--- src/rtl/ring_arbiter.sv ---
// Round-robin ring arbiter: a one-hot token marks the highest-priority requester.
// Each grant is held until release, request drop, or hold expiry, followed by one dead cycle.
module ring_arbiter #(
   parameter int WIDTH    = 4,
   parameter int MAX_HOLD = 8
) (
   input  logic             clk,
   input  logic             reset,
   input  logic [WIDTH-1:0] req_i,
   input  logic             release_i,
   output logic [WIDTH-1:0] grant_o,
   output logic             grant_valid_o,
   output logic [WIDTH-1:0] token_o,
   output logic             timeout_o
);

   localparam int HW = $clog2(MAX_HOLD + 1);
   localparam logic [WIDTH-1:0] ONE      = WIDTH'(1);
   localparam logic [HW-1:0]    HOLD_ONE = HW'(1);
   localparam logic [HW-1:0]    HOLD_MAX = HW'(MAX_HOLD);

   localparam logic [0:0] IDLE  = 1'b0;
   localparam logic [0:0] OWNED = 1'b1;

   logic [0:0]       state_q, state_d;
   logic [WIDTH-1:0] grant_q, grant_d;
   logic [WIDTH-1:0] token_q, token_d;
   logic [HW-1:0]    hold_q, hold_d;
   logic             timeout_q, timeout_d;

   logic [WIDTH-1:0] reqUpper;
   logic [WIDTH-1:0] pickSrc;
   logic [WIDTH-1:0] pick;
   logic [WIDTH-1:0] tokenRot;
   logic             ownerDone;
   logic             holdExpired;

   // Requests at or above the token win; otherwise the scan wraps to the lowest set bit overall.
   always_comb begin
      reqUpper = req_i & ~(token_q - ONE);
      pickSrc  = (reqUpper != '0) ? reqUpper : req_i;
      pick     = pickSrc & (~pickSrc + ONE);
   end

   assign tokenRot    = (grant_q << 1) | (grant_q >> (WIDTH - 1));
   assign ownerDone   = release_i | ((req_i & grant_q) == '0);
   assign holdExpired = (hold_q == HOLD_MAX);

   always_comb begin
      state_d   = state_q;
      grant_d   = grant_q;
      token_d   = token_q;
      hold_d    = hold_q;
      timeout_d = 1'b0;
      case (state_q)
         IDLE: begin
            if (req_i != '0) begin
               grant_d = pick;
               hold_d  = HOLD_ONE;
               state_d = OWNED;
            end
         end
         default: begin
            // A release landing on the expiry edge counts as a normal release, so no timeout.
            if (ownerDone || holdExpired) begin
               grant_d   = '0;
               token_d   = tokenRot;
               hold_d    = '0;
               state_d   = IDLE;
               timeout_d = holdExpired && !ownerDone;
            end else begin
               hold_d = hold_q + HOLD_ONE;
            end
         end
      endcase
   end

   always_ff @(posedge clk or posedge reset) begin
      if (reset) begin
         state_q   <= IDLE;
         grant_q   <= '0;
         token_q   <= ONE;
         hold_q    <= '0;
         timeout_q <= 1'b0;
      end else begin
         state_q   <= state_d;
         grant_q   <= grant_d;
         token_q   <= token_d;
         hold_q    <= hold_d;
         timeout_q <= timeout_d;
      end
   end

   assign grant_o       = grant_q;
   assign grant_valid_o = |grant_q;
   assign token_o       = token_q;
   assign timeout_o     = timeout_q;

endmodule

--- config.mk ---
export PLATFORM = sky130hd
export DESIGN_NAME = ring_arbiter
export DESIGN_NICKNAME = d
export VERILOG_FILES = /design/src/rtl/ring_arbiter.sv
export SDC_FILE = /design/constraint.sdc
export NUM_CORES = 1
export LEC_CHECK = 0
export BUFFER_PORTS_ARGS = -buffer_cell sky130_fd_sc_hd__buf_4
export CAP_MARGIN = 10
export CORE_AREA = 2 2 42 44
export CTS_BUF_LIST = sky130_fd_sc_hd__clkbuf_4 sky130_fd_sc_hd__clkbuf_8
export DETAILED_ROUTE_END_ITERATION = 8
export DIE_AREA = 0 0 44 46
export PLACE_DENSITY_LB_ADDON = 0.12
export SYNTH_ARGS = -nofsm -noshare
export SYNTH_HDL_FRONTEND = slang
export SYNTH_SLANG_ARGS = --single-unit
--- constraint.sdc ---
create_clock -name clk -period 2.85 [get_ports clk]
set_input_delay 0.4275 -clock clk [delete_from_list [all_inputs] [get_ports clk]]
set_output_delay 0.4275 -clock clk [all_outputs]
set_load 0.01 [all_outputs]
# == After elaboration in Yosys (flattened, before gate mapping) ==
# Index checks and enable logic that the tools add are counted.
# classes
n_addsub,3
mul,0
div_mod_pow,0
n_lt_le_gt_ge,0
n_eq_ne,2
shifts,0
mux,12
n_bitwise,7
n_reduce_logical,10
# op_table
operator,count
$mux W4,7
$and A4 B4 Y4,3
$add A4 B1 Y4 const B,2
$not A4 Y4,2
$reduce_bool A4 Y1,2
$mux W1,5
$eq A4 B4 Y1 const B,1
$logic_not A4 Y1,1
$or A4 B1 Y4,1
$reduce_and A2 Y1,2
$reduce_or A4 Y1,1
$sub A4 B1 Y4 const B,1
$ne A2 B1 Y1 const B,1
$reduce_bool A2 Y1,1
$logic_and A1 B1 Y1,1
$logic_not A1 Y1,1
$logic_or A1 B1 Y1,1
$or A1 B1 Y1,1
# totals
regBits,14
latch_bits,0
mem_bits_rw,0
mem_bits_ro,0
output_inout_bits,10
wordCells,39
mem_count,0

# == Longest topological paths before layout ==
# Gate-level depths: netlist of the first run.
# depth
word_depth,10
depth_mapped,6

# == Worst setup path before layout of the first run ==
# No wires, ideal clock.
# synth_path
kind,register to register
start,"register token_q[0], in the netlist token_o[0]"
end,"register grant_q[1], in the netlist grant_o[1]"
t_arrival_ns,1.790
setup_slack_ns,0.993
stages_incl_launch_ff,7
synth_period_minus_slack_ns,1.857
path_cell_list,dfstp_2 > inv_1 > ha_1 > a221oi_1 > a21boi_1 > a22o_1 > a32o_1
# synth_via
elab_chain_len,10
# synth_rtl
item,line_no,text
"start, declared",27,"logic [WIDTH-1:0] token_q, token_d;"
"start signal, assigned",88,token_q <= token_d;
$sub A4 B1 Y4 (*),40,reqUpper = req_i & ~(token_q - ONE);
$not A4 Y4 (*),40,
$and A4 B4 Y4 (*),40,
$reduce_bool A4 Y1,41,pickSrc = (reqUpper != '0) ? reqUpper : req_i;
$mux W4 (*),41,
$not A4 Y4,42,pick = pickSrc & (~pickSrc + ONE);
$add A4 B1 Y4,42,
$and A4 B4 Y4 (*),42,
$mux W4 (*),57,if (req_i != '0) begin
$mux W4 (*),55,case (state_q)
"end signal, assigned",87,grant_q <= grant_d;
"end, declared",26,"logic [WIDTH-1:0] grant_q, grant_d;"
# Mark *: on every way between the ends. The rest lies on a longest branch, timed or not. The select of a mux whose other input is x is not followed.
# A chain may end at the register's enable or synchronous reset.

# == Final worst setup path of the first run ==
# Same ends and word-level chain as after synthesis.

==> impl_metrics.csv, run 1 <==
group,metric,value,unit
cells_and_area,mostFrequentLayoutCells,"16 x buf_4, 13 x dfrtp_1, 7 x inv_1, 7 x nand2_1, 4 x mux2_2",
synth,synth-seq-cells,14,
drt,wire_per_inst,16.0,um
min_path,hp-class,"in2async",
sta,finalSetupViolations,0,
drt,num_vias,674,
power_and_ir_drop,power,908,uW
run,max-cap-violations,0,
status,status,"finished, final reports clean",
synth,synthDistinctLibCells,39,
clocking,clk_pin_slew,90,ps
clocking,cts_tree,"done",
synth,ys_seq_area_share,42.4,%
drt,drtIter0Drc,15,
sta,hold_viol_final,0,
worst_setup_path,cp-end-kind,"register",
placed_design,dp_cells,108,
cells_and_area,final_core_util,61.7,%
cells_and_area,syn_to_final_growth,20.1,%
power_and_ir_drop,leakagePower,0.000476,uW
power_and_ir_drop,ir_drop,0.000504,V
synth,synth_flop_cell,"dfrtp_1",
clocking,cts_setup_buffers,0,
placed_design,io_buffers,16,
placed_design,dp_hpwl,1310,um
sta,rsz0062_at_grt,"no",
worst_setup_path,crit_type,"reg2reg",
worst_setup_path,startpoint,"token_o[0]",
drt,first_pass_iters,4,
clocking,cts_buffers,3,
synth,netlist.top_cell.by_area,"dfrtp_1",
cells_and_area,nets,106,
global_routing,overflow,0,
sta,tns,0,ps
sta,tightest_slew,705,ps
synth,synth_area_leaders,"dfrtp_1 39%, mux2_2 5.4%, ha_1 4.5%",
synth,syn_nets,86,
sta,clock.fmax,0.502,GHz
synth,post_synth.cell_area_avg,10.9,sq um
floorplan,dieArea,0.00202,sq mm
floorplan,fp.dieW,44,um
global_routing,track_usage,20.8,%
placed_design,placed_area,960,sq um
cells_and_area,final_area,996,sq um
sta,relSlewSlack,52.6,%
global_routing,grt_antenna_before_repair,0,
drt,drc_errors,0,
worst_setup_path,critPathLaunchType,"register",
floorplan,coreArea,0.00161,sq mm
drt,post_drt_via_cell_ratio,6.02,
cells_and_area,instances_no_fill,112,
floorplan,boundaryPins,17,
cells_and_area,final_common_cell,"buf_4",
clocking,cts_resized,0,
worst_setup_path,r2r_start,"token_o[0]",
worst_setup_path,worstPathArrival,2220,ps
clocking,cts_sinks,14,
clocking,root_buffer,"clkbuf_4",
synth,yosysWarnings,0,
placed_design,gp_congestion,0.875,
worst_setup_path,cp.required,3070,ps
clocking,clk_latency,280,ps
clocking,clock_path_buffers,2,
drt,drt-total-wl,1790,um
floorplan,start_util,51.4,%
clocking,h-tree-depth,1,
sta,post-route-period-util,69.9,%
floorplan,die_y,46,um
sta,drv_slew,0,
cells_and_area,antenna_cells,0,
clocking,hold_buffers,0,
worst_setup_path,cp_max_fo,8,
synth,synth_top_area_share,39.2,%
synth,synth_edf_count,0,
global_routing,grt_start_max_net_pins,15,
sta,period_needed,1990,ps
global_routing,grt_pass1_wl,2930,um
drt,ant_nets,0,
sta,clock_skew,1.28,ps
global_routing,grt_pass1_vias,634,
synth,synth-async-reset-ratio,100,%
power_and_ir_drop,power_density,911,mW/mm^2
synth,postSynthCellCount,76,
cells_and_area,drive_above_1_share,35.8,%
floorplan,row_count,15,
synth,syn_area,830,sq um
==> power breakdown <==
part | total (uW) | switching (uW) | internal [uW] | leakage [uW]
Clock | 144 | 66.7 | 77.7 | 0.0000210
Sequential | 340 | 86.3 | 253 | 0.000184
Combinational | 424 | 198 | 226 | 0.000271
==> state kept, by name (all words and copies together) (netlist names) <==
| signal | cells |
|---|---|
| state_q | 1 |
| grant_o | 4 |
| token_o | 4 |
| hold_q | 4 |
| timeout_o | 1 |
==> synth_stat cells, types with 2 or more instances <==
master     n
dfrtp_1   13
inv_1      7
nand2_1    7
mux2_2     4
a21oi_1    3
ha_1       3
nor2_1     3
a221oi_1   2
a22oi_2    2
o211a_1    2
o31ai_1    2
==> through the flow <==
stage	setup slack (ps)	hold slack (ps)
global placement	932	492
global route	700	242
finish	857	195
detailed placement	894	486
floorplan	993	316
CTS	872	207
==> cell type report <==
| class | instances | area, sq um |
|---|---|---|
| Multi-Input combinational cell | 53 | 437 |
| Timing Repair Buffer | 16 | 120 |
| Tap cell | 17 | 21.3 |
| Inverter | 8 | 30.0 |
| Fill cell | 138 | 618 |
| Sequential cell | 14 | 352 |
| Clock buffer | 4 | 36.3 |
==> kinds of logic after synthesis <==
family | after synthesis | synth area share, %
AOI/OAI and AO/OA | 26 | 29.0
xor gates and xnor gates | 1 | 1.06
adders and majority gates | 3 | 4.53
buffers and inverters | 9 | 4.98
DFF | 14 | 42.4
muxes | 4 | 5.43
and+or+nand+nor | 19 | 12.7
==> critical path, cell delays in order (launching register included) <==
cell and delay (ps):
dfstp_2 610, inv_1 60, ha_1 320, a221oi_1 310, a21boi_1 300, a22o_1 170, a32o_1 160
==> worst paths after layout <==
path	endpoint	slack [ps]	depth (start not counted)
setup / recovery	grant_o[1]	860	6
hold / removal	grant_o[3]	190	2
setup reg to reg	grant_o[1]	860	6
hold reg to reg	hold_q[2]	500	1
max in group asynchronous	token_o[0]	2280	2
min in group clk	grant_o[2]	430	3
==> metal layers <==
| metal | track usage [%] | wire length (um) | vias to the layer above |
|---|---|---|---|
| li1 | - | - | 325 |
| met3 | 4.37 | 94 | 5 |
| met2 | 32.1 | 847 | 22 |
| met4 | 10.3 | 26 | 0 |
| met1 | 27.8 | 821 | 322 |
| met5 | 0 | 0 | - |
Power figures use the tool's default switching activity.
==> run 2, diff against run 1 <==
Clock period 2.85 ns to 2 ns, I/O delays scaled along.
==> run 2 against run 1 <==
Clock skew grew 9.8 ps. Setup slack lost 720 ps. Routed wire length shrank 4.8%. Sequential share of layout area shrank 0.44 points. Combinational power grew 47%. Critical path type unchanged. Largest cell class unchanged. Non-clock buffer count grew 2.
==> impl_metrics.csv, run 2 (synthesis gave the netlist of run 1 again) <==
group,metric,value,unit
clocking,cts_buffers,3,
power_and_ir_drop,p_seq_share,37.3,%
power_and_ir_drop,swShare,38.4,%
clocking,clock_path_buffers,2,
worst_setup_path,startpoint,"token_o[0]",
placed_design,io_buffers,16,
sta,rsz0062_at_grt,"no",
floorplan,fp.dieW,44,um
global_routing,grt_start_max_net_pins,15,
global_routing,grt_antenna_before_repair,0,
worst_setup_path,endpoint,"grant_o[0]",
floorplan,row_count,15,
run,max-cap-violations,0,
power_and_ir_drop,p_sw,490,uW
floorplan,boundaryPins,17,
drt,ant_nets,0,
power_and_ir_drop,leakagePower,0.000485,uW
drt,drtIter0Drc,16,
drt,wire_per_inst,14.9,um
drt,post_drt_via_cell_ratio,6.03,
global_routing,overflow,0,
global_routing,grt_pass1_vias,609,
placed_design,placed_area,975,sq um
clocking,cts_tree,"done",
clocking,clk_pin_slew,90,ps
power_and_ir_drop,ir_drop,0.000749,V
sta,finalSetupViolations,0,
floorplan,coreArea,0.00161,sq mm
cells_and_area,antenna_cells,0,
sta,relSlewSlack,62.6,%
power_and_ir_drop,power_frac_comb,48.9,%
global_routing,grt_pass1_wl,2800,um
global_routing,busiest_layer,"met1",
worst_setup_path,crit_type,"reg2reg",
min_path,hp-class,"in2async",
worst_setup_path,reg2reg_depth,6,
global_routing,gr-usage-met2,27.9,%
power_and_ir_drop,power_density,1260,mW/mm^2
cells_and_area,syn_to_final_growth,21.6,%
placed_design,dp_hpwl,1290,um
status,status,"finished, final reports clean",
sta,drv_slew,0,
cells_and_area,mostFrequentLayoutCells,"18 x buf_4, 13 x dfrtp_1, 7 x inv_1, 7 x nand2_1",
worst_setup_path,cp.required,2200,ps
placed_design,pre_cts_ws,108,ps
placed_design,gp_congestion,0.869,
cells_and_area,final_area,0.00101,sq mm
clocking,h-tree-depth,1,
floorplan,die_y,46,um
worst_setup_path,critPathLaunchType,"register",
power_and_ir_drop,p_int,784,uW
worst_setup_path,reg2reg_to,"grant_o[0]",
clocking,clk_latency,270,ps
worst_setup_path,worstPathArrival,2070,ps
clocking,root_buffer,"clkbuf_4",
global_routing,grt_use_met1,28.0,%
floorplan,dieArea,0.00202,sq mm
sta,clock.fmax,0.537,GHz
sta,tightest_slew,561,ps
cells_and_area,nets,108,
worst_setup_path,cp-end-kind,"register",
clocking,cts_sinks,14,
sta,setup_ws,138,ps
floorplan,start_util,51.4,%
worst_setup_path,cp_max_fo,3,
cells_and_area,final_common_cell,"buf_4",
global_routing,grtUsageMet3,3.57,%
cells_and_area,drive_above_1_share,38.1,%
worst_setup_path,slowest_stage,"dfstp_2",
worst_setup_path,crit_chain,"inv_1 -> ha_1 -> a221oi_1 -> a21boi_2 -> a221o_1 -> o211a_1",
sta,timing.hold.ws,71.4,ps
power_and_ir_drop,pwr-share-clk,13.8,%
drt,drc_errors,0,
global_routing,track_usage,20.0,%
worst_setup_path,crit_path_max_incr_delay,530,ps
sta,post-route-period-util,93.1,%
drt,num_vias,687,
drt,drt-total-wl,1700,um
drt,first_pass_iters,4,
sta,hold_viol_final,0,
sta,tns,0,ps
worst_setup_path,rrSetupSlack,140,ps
sta,period_needed,1860,ps
worst_setup_path,r2r_start,"token_o[0]",
sta,clock_skew,11.1,ps
run 2: changes by cell type in the layout (fill, tap and decap cells not counted):
cell,change
a21boi_1,-1
clkbuf_4,+1
clkbuf_8,-1
a21boi_2,+1
buf_4,+2
run 2: worst max-delay path: cells and delay by family (launching register included):
family | cells | cell delay (ps)
DFF | 1 | 530
AOI/OAI and AO/OA | 4 | 910
adders and majority gates | 1 | 320
buffers and inverters | 1 | 40
run 2: through the flow:
step / utilization, % / total power (uW) / instances
6_report: 62.5 / 1270 / 114
5_1_grt: 62.5 / 1370 / 114
4_1_cts: 62.2 / 1280 / 114
3_5_place_dp: 60.4 / 1100 / 110
3_3_place_gp: 60.4 / 1090 / 110
2_1_floorplan: - / 884 / 76
run 2: how the worst min path moves through the flow:
stage / from / endpoint
2_1_floorplan: reset / grant_o[0]
5_1_grt: reset / grant_o[1]
3_5_place_dp: reset / token_o[1]
4_1_cts: reset / hold_q[0]
3_3_place_gp: reset / token_o[1]
6_report: reset / hold_q[0]
run 2: cell type report:
class | instances | area (sq um)
flip-flops and latches | 14 | 352
repair buffers | 18 | 135
multi-input cells | 53 | 440
well taps | 17 | 21.3
inverters | 8 | 30.0
clock buffers | 4 | 30.0
fillers | 134 | 606
run 2: per-layer routing:
| metal | up-vias | wire (um) |
|---|---|---|
| li1 | 327 | - |
| met1 | 327 | 801 |
| met2 | 27 | 748 |
| met3 | 6 | 110 |
| met4 | 0 | 44 |
| met5 | - | 0 |
run 2: repair_timing:
action / 4_1_cts / 5_1_grt
hold buffers: 0 / 0
setup endpoints to repair: 0 / 2
setup buffers: 0 / 0
gates resized for setup: 0 / 1
run 2: power groups by stage:
stage | logic (uW) | clock network (uW) | registers (uW)
6_report | 622 | 176 | 476
5_1_grt | 685 | 197 | 492
4_1_cts | 619 | 187 | 472
3_5_place_dp | 618 | 0 | 480
3_3_place_gp | 612 | 0 | 477
2_1_floorplan | 406 | 0 | 477
==> run 3, diff against run 2 <==
Settings changed: CORE_AREA 2 2 42 44 to 8 8 48 50, DIE_AREA 0 0 44 46 to 0 0 56 58.
==> run 3 against run 2 <==
Critical path type unchanged. Clock skew fell by 3.0 ps. Non-clock buffer count did not move. Register-to-register slack got worse by 70 ps. Utilization rose by 0.16 points. Largest power group unchanged. Worst hold slack got worse by 20 ps. Power rose by 2.4%. Sequential share of layout area fell by 0.086 points. Sequential cell count did not move. Setup slack got worse by 67 ps. First-iteration DRC count rose by 63%. Clock-buffer cell count did not move.
==> impl_metrics.csv, run 3 (synthesis gave the netlist of run 1 again) <==
group,metric,value,unit
worst_setup_path,crit_chain,"inv_1 -> ha_1 -> a221oi_1 -> a21boi_1 -> a221o_1 -> o211a_1",
floorplan,start_util,51.4,%
sta,setup_ws,71.4,ps
power_and_ir_drop,p_sw,506,uW
power_and_ir_drop,power_frac_comb,47.4,%
sta,clock.fmax,0.518,GHz
clocking,clk_latency,280,ps
sta,tns,0,ps
min_path,hp-class,"in2async",
drt,drc_errors,0,
placed_design,dp_hpwl,1400,um
drt,wire_per_inst,16.2,um
cells_and_area,final_common_cell,"buf_4",
clocking,root_buffer,"clkbuf_4",
clocking,cts_setup_buffers,0,
power_and_ir_drop,ir_drop,0.000738,V
floorplan,dieArea,0.00325,sq mm
placed_design,pre_cts_ws,95.2,ps
power_and_ir_drop,pwr-share-clk,16.3,%
sta,rsz0062_at_grt,"no",
cells_and_area,mostFrequentLayoutCells,"18 x buf_4, 13 x dfrtp_1, 7 x inv_1, 7 x nand2_1, 4 x mux2_2",
floorplan,boundaryPins,17,
cells_and_area,drive_above_1_share,37.1,%
power_and_ir_drop,p_seq_share,36.4,%
global_routing,grt_antenna_before_repair,0,
worst_setup_path,crit_type,"reg2reg",
worst_setup_path,slowest_stage,"dfstp_2",
clocking,clock_path_buffers,2,
status,status,"finished, final reports clean",
clocking,h-tree-depth,1,
drt,first_pass_iters,4,
clocking,clk_pin_slew,100,ps
placed_design,io_buffers,16,
worst_setup_path,crit_path_max_incr_delay,540,ps
clocking,cts_buffers,3,
worst_setup_path,cp_max_fo,3,
global_routing,track_usage,11.5,%
sta,relSlewSlack,63.5,%
clocking,cts_resized,0,
floorplan,coreArea,0.00161,sq mm
clocking,cts_sinks,14,
drt,num_vias,689,
power_and_ir_drop,power_density,1290,mW/mm^2
drt,highest_layer,"met4",
drt,ant_nets,0,
worst_setup_path,crit_family,"compound AO/OA/AOI/OAI gates",
floorplan,row_count,15,
drt,met2WireLength,890,um
cells_and_area,antenna_cells,0,
drt,post_drt_via_cell_ratio,6.04,
worst_setup_path,worstPathArrival,2150,ps
sta,hold_viol_final,0,
global_routing,overflow,0,
sta,drv_slew,0,
worst_setup_path,path_buf_inv,1,
sta,period_needed,1930,ps
power_and_ir_drop,leakagePower,0.000487,uW
drt,drt-total-wl,1850,um
power_and_ir_drop,p_int,798,uW
power_and_ir_drop,swShare,38.8,%
drt,dr_wl_met3,141,um
floorplan,die_y,58,um
worst_setup_path,cp.required,2220,ps
worst_setup_path,critPathLaunchType,"register",
sta,tightest_slew,547,ps
run,max-cap-violations,0,
worst_setup_path,cp-end-kind,"register",
sta,finalSetupViolations,0,
drt,met1_length,779,um
clocking,hold_buffers,0,
cells_and_area,syn_to_final_growth,21.9,%
clocking,cts_tree,"done",
global_routing,grt_start_max_net_pins,15,
floorplan,fp.dieW,56,um
global_routing,grt_pass1_vias,685,
sta,post-route-period-util,96.4,%
drt,drtIter0Drc,26,
global_routing,grt_pass1_wl,3080,um
placed_design,gp_congestion,0.829,
sta,clock_skew,8.11,ps
cells_and_area,nets,108,
## run 3: cell counts in the layout (fill, tap and decap cells not counted)
No cell type changed its count.
## run 3: final timing paths
path	start	end	slack (ps)	depth (start not counted)
max in group asynchronous	reset	token_o[0]	1570	2
min reg2reg	hold_q[2]	hold_q[2]	510	1
max	token_o[0]	grant_o[0]	70	6
min in group clk	req_i[2]	grant_o[2]	300	3
min	reset	grant_o[3]	50	2
max reg2reg	token_o[0]	grant_o[0]	70	6
## run 3: routing by layer
layer / up-vias / track usage (%)
met3: 6 / 4.37
met5: - / 0
met2: 28 / 19.5
li1: 328 / -
met4: 0 / 5.15
met1: 327 / 12.4
## run 3: area by class of cell
type	instances	area [sq um]
Fill cell	129	603
Inverter	8	30.0
Clock buffer	4	36.3
Sequential cell	14	352
Timing Repair Buffer	18	135
Multi-Input combinational cell	53	437
Tap cell	17	21.3
## run 3: per-stage QoR
step	area [sq um]	util (%)	power [uW]	hold slack, ps	instances
floorplan	830	-	884	189	76
global placement	975	60.4	1090	384	110
detailed placement	975	60.4	1100	394	110
CTS	1010	62.6	1310	83.7	114
global route	1010	62.6	1380	111	114
finish	1010	62.6	1300	51.9	114
## run 3: power groups by stage
stage | logic (uW) | registers [uW] | clock network (uW)
floorplan | 406 | 477 | 0
global placement | 615 | 479 | 0
detailed placement | 619 | 481 | 0
CTS | 620 | 474 | 213
global route | 674 | 490 | 220
finish | 617 | 474 | 212
